==> src/rtl/serial_magcom_ctrl_pkg.sv <==
// serial_magcom_ctrl_pkg: state encoding and default width for the serial magnitude comparator
package serial_magcom_ctrl_pkg;
    typedef enum logic [1:0] {IDLE = 2'd0, SCAN = 2'd1, DONE = 2'd2} state_t;
    localparam int DEF_WIDTH = 8;
endpackage

==> src/rtl/mag_bit_cmp.sv <==
// mag_bit_cmp: combinational 1-bit magnitude comparator cell
module mag_bit_cmp (
    input  logic a,
    input  logic b,
    output logic l,
    output logic e,
    output logic g
);
    assign l = ~a & b;
    assign e = ~(a ^ b);
    assign g = a & ~b;
endmodule

==> src/rtl/serial_magcom_ctrl.sv <==
// serial_magcom_ctrl: MSB-first sequencer driving one 1-bit comparator cell over WIDTH-bit operands
module serial_magcom_ctrl
    import serial_magcom_ctrl_pkg::*;
#(
    parameter int WIDTH      = DEF_WIDTH,
    parameter bit EARLY_EXIT = 1'b1
) (
    input  logic             clk,
    input  logic             rst_n,
    input  logic             start,
    input  logic [WIDTH-1:0] op_a,
    input  logic [WIDTH-1:0] op_b,
    output logic             busy,
    output logic             done,
    output logic             lt,
    output logic             eq,
    output logic             gt
);
    localparam int IW = $clog2(WIDTH);
    state_t           state;
    logic [IW-1:0]    index;
    logic [WIDTH-1:0] a_reg, b_reg;
    logic             dec, dlt, dgt;
    logic             cl, ce, cg;

    mag_bit_cmp u_cmp (.a(a_reg[index]), .b(b_reg[index]), .l(cl), .e(ce), .g(cg));

    always_ff @(posedge clk or negedge rst_n) begin
        if (!rst_n) begin
            state <= IDLE;
            index <= IW'(WIDTH - 1);
            a_reg <= '0;
            b_reg <= '0;
            dec   <= 1'b0;
            dlt   <= 1'b0;
            dgt   <= 1'b0;
            busy  <= 1'b0;
            done  <= 1'b0;
            lt    <= 1'b0;
            eq    <= 1'b0;
            gt    <= 1'b0;
        end else begin
            done <= 1'b0;
            case (state)
                IDLE: if (start) begin
                    a_reg <= op_a;
                    b_reg <= op_b;
                    index <= IW'(WIDTH - 1);
                    dec   <= 1'b0;
                    dlt   <= 1'b0;
                    dgt   <= 1'b0;
                    lt    <= 1'b0;
                    eq    <= 1'b0;
                    gt    <= 1'b0;
                    busy  <= 1'b1;
                    state <= SCAN;
                end
                SCAN: begin
                    if (EARLY_EXIT && !ce) begin
                        lt    <= cl;
                        gt    <= cg;
                        done  <= 1'b1;
                        busy  <= 1'b0;
                        state <= DONE;
                    end else if (index == '0) begin
                        // in constant-latency mode an earlier difference overrides the last bit
                        lt    <= dec ? dlt : cl;
                        gt    <= dec ? dgt : cg;
                        eq    <= dec ? 1'b0 : ce;
                        done  <= 1'b1;
                        busy  <= 1'b0;
                        state <= DONE;
                    end else begin
                        index <= index - 1'b1;
                        if (!dec && !ce) begin
                            dec <= 1'b1;
                            dlt <= cl;
                            dgt <= cg;
                        end
                    end
                end
                DONE:    state <= IDLE;
                default: state <= IDLE;
            endcase
        end
    end
endmodule

==> config.mk <==
export PLATFORM = sky130hd
export DESIGN_NAME = serial_magcom_ctrl
export DESIGN_NICKNAME = d
export VERILOG_FILES = /design/src/rtl/serial_magcom_ctrl_pkg.sv /design/src/rtl/mag_bit_cmp.sv /design/src/rtl/serial_magcom_ctrl.sv
export SDC_FILE = /design/constraint.sdc
export NUM_CORES = 1
export LEC_CHECK = 0
export CAP_MARGIN = 15
export CELL_PAD_IN_SITES_DETAIL_PLACEMENT = 1
export CELL_PAD_IN_SITES_GLOBAL_PLACEMENT = 2
export CORE_UTILIZATION = 30
export CTS_CLUSTER_SIZE = 25
export DETAILED_ROUTE_END_ITERATION = 10
export PLACE_DENSITY_LB_ADDON = 0.1
export SLEW_MARGIN = 20
export SYNTH_ARGS = -nofsm -noshare
export SYNTH_HDL_FRONTEND = slang
export SYNTH_SLANG_ARGS = --single-unit
==> constraint.sdc <==
create_clock -name clk -period 2.9 [get_ports clk]
set_clock_uncertainty 0.05 [all_clocks]
set_input_delay 0.58 -clock clk [delete_from_list [all_inputs] [get_ports clk]]
set_output_delay 0.58 -clock clk [all_outputs]
set_load 0.05 [all_outputs]
==> summary.md <==
| Metric | Value |
|---|---|
| Status | finished, final reports clean |
| Worst Tran Pin Value | 497.1 ps |
| DRC viols | 0 |
| Slowest cell on the critical path | dfstp_2 |
| Critical-path maximum fanout | 7 |
| CTS H-tree depth | 2 |
| Pre-CTS setup slack | around 380 ps |
| Vias | ~860 |
| Worst EP arrival | ~2600 ps |
| Root Driver | clkbuf_8 |
| Area leader, netlist | dfrtp_1 |
| Largest net degree at the start of global routing | 30 |
| Clock latency on the worst-skew pair | 280 ps |
| Post-CTS setup buffers | 0 |
| Final setup vio count | 0 |
| Detail Placement HPWL | 1.962 mm |
| DR pass1 iterations | 4 |
| Top cell type's share of synthesized area | 0.4810 |
| Nets | 152 |
| Cell area after synthesis | about 0.0014 mm2 |
| Critical-path cell list | mux4_2, mux2i_1, inv_1, ha_1, inv_1, o21ai_1, o211ai_1 |
| Clock sinks | 29 |
| Hold violation total from the final report | 0 |
| Final setup margin | just under 400 ps |
| Hold_buf cts | 0 |
| Clk slew on worst S/H paths | 60 ps |
| RSZ-0062 raised after global routing | no |
| Top cell by count, worst path | inv_1 |
| Synth cell types | 24 |
| Gr usage total | 0.1323 |
| Hold Path Class | register to register |
| Number of flops mapped to enable cells by yosys | 0 |
| Syn_nets | around 120 |
| Cts repair resizes | 0 |
| Fmax | 0.3976 GHz |
| Vias in the first global route | around 920 |
| Synth top cells by count | 26 x dfrtp_1, 13 x mux2_1, 8 x inv_1 |
| Via density | 4.731 |
| Largest stage delay, worst path | 640 ps |
| CTS max path bufs | 2 |
| I/O pin count | 24 |
| WP buf/inv | 2 |
| Mapped Cells | 99 |
| Fraction of layout cells with a size suffix above 1 | 0.1615 |
| Core region area | 0.004354 mm2 |
| Final period util | 0.8673 |
| P per Cell Area | 1047 mW/mm2 |
| Total Wirelength | 2.693 mm |
| Core Rows | 24 |
| Slew Limit Fails | 0 |
| First-pass GRT wire length | 4.816 mm |
| Die area | around 0.0048 mm2 |
| Ys async rst share | 1.000 |
| DR iter-0 viols | 21 |
| Critical Path RT | 2990 ps |
| Port Buffer Count | 23 |
| CTS tree | done |
| Die width | 69.15 um |
| Count leader, synth | dfrtp_1 |
| Setup_tns | 0 ps |
| Antenna Cells | 0 |
| Max IR drop VDD | between 300 and 400 uV |
| Syn-to-layout area delta | 30.16% |
| WL/cell | 14.80 um |
| Post-route ant nets | 0 |
| Yosys reg bits | 29 |
| Critical path type | register to register |
| Register area share after synthesis | 0.5393 |
| Main synth FF type | dfrtp_1 |
| Total CTS buffers | 5 |
| CP top delay family | multiplexers |
| Critical Path Start Type | register |
| Die H | 69.15 um |
| Avg Cell Area, Syn | 13.66 um2 |
| Global route overflow | 0 |
| Initial core utilization | 0.3106 |
| Top cells by area, synth | dfrtp_1 48%, mux2_1 11%, mux4_2 6.7% |
| Placed Area | 0.001644 mm2 |
| Relative slew slack | 0.6676 |
| Routability Congestion | 0.7748 |
| LEAKAGE | 0.0008111 uW |
| Final min period | 2515 ps |
| Ys Warns | 0 |
| Antenna violations before repair | 0 |
| Setup crit end kind | register |
| Design Area, Final | 0.001760 mm2 |
| Max cap viols | 0 |
[layer usage]
layer  share of wire  GRT usage
met4           0.016    0.05442
met3           0.042    0.05702
met1            0.48     0.1720
met5               0          0
met2            0.46     0.1920
[cell usage in the layout (no fill, tap or decap), types with 2 or more instances in the layout]
cell / n
mux4_2: 4
dfrtp_1: 26
clkbuf_8: 6
mux2_1: 13
mux2_2: 3
o211ai_1: 2
clkdlybuf4s50_1: 23
mux2i_1: 6
nand2b_1: 3
inv_1: 8
buf_4: 3
nand4_1: 3
nand2_1: 6
nor2_1: 2
dfstp_2: 3
ha_1: 4
nor2b_1: 5
[power by group]
part / internal (uW) / switching, uW
Clock: 280 / 155
Sequential: 576 / 122
Combinational: 360 / 349
Total: 1220 / 627
[path summary, 6_finish.rpt]
kind | cells after the start | start | slack, ps | end
setup reg to reg | 7 | index[0] | 380 | gt
hold / removal | 1 | b_reg[3] | 440 | b_reg[3]
hold reg to reg | 1 | b_reg[3] | 440 | b_reg[3]
setup / recovery | 7 | index[0] | 380 | gt
min in group asynchronous | 2 | rst_n | 640 | a_reg[3]
max in group asynchronous | 2 | rst_n | 1850 | index[0]
[final cells by class]
cell class,count,area (um2)
Sequential cell,29,729.5
Multi-Input combinational cell,59,566.8
Tap cell,52,65.06
Clock buffer,7,86.33
Clock inverter,1,30.03
Timing Repair Buffer,26,252.7
Fill cell,470,2594
Inverter,8,30.03
[kinds of logic after synthesis]
logic type | Yosys count | share of synthesized area
flip-flops | 29 | 0.5393
multiplexers | 26 | 0.2442
AND/OR/NAND/NOR | 21 | 0.09344
buffers and inverters | 11 | 0.04163
AO/OA/AOI/OAI | 8 | 0.04441
adder cells (fa/ha/maj) | 4 | 0.03700
[stage by stage]
step	cells	util	power, uW	hold slack [ps]
after floorplan	99	-	1231	234.4
after global placement	174	0.3776	1419	422.7
after detailed placement	174	0.3776	1434	424.4
after CTS	182	0.4043	1880	444.6
after global routing	182	0.4043	1998	462.2
final	182	0.4043	1843	436.5
Note: power is estimated with default switching activity, not from simulation.
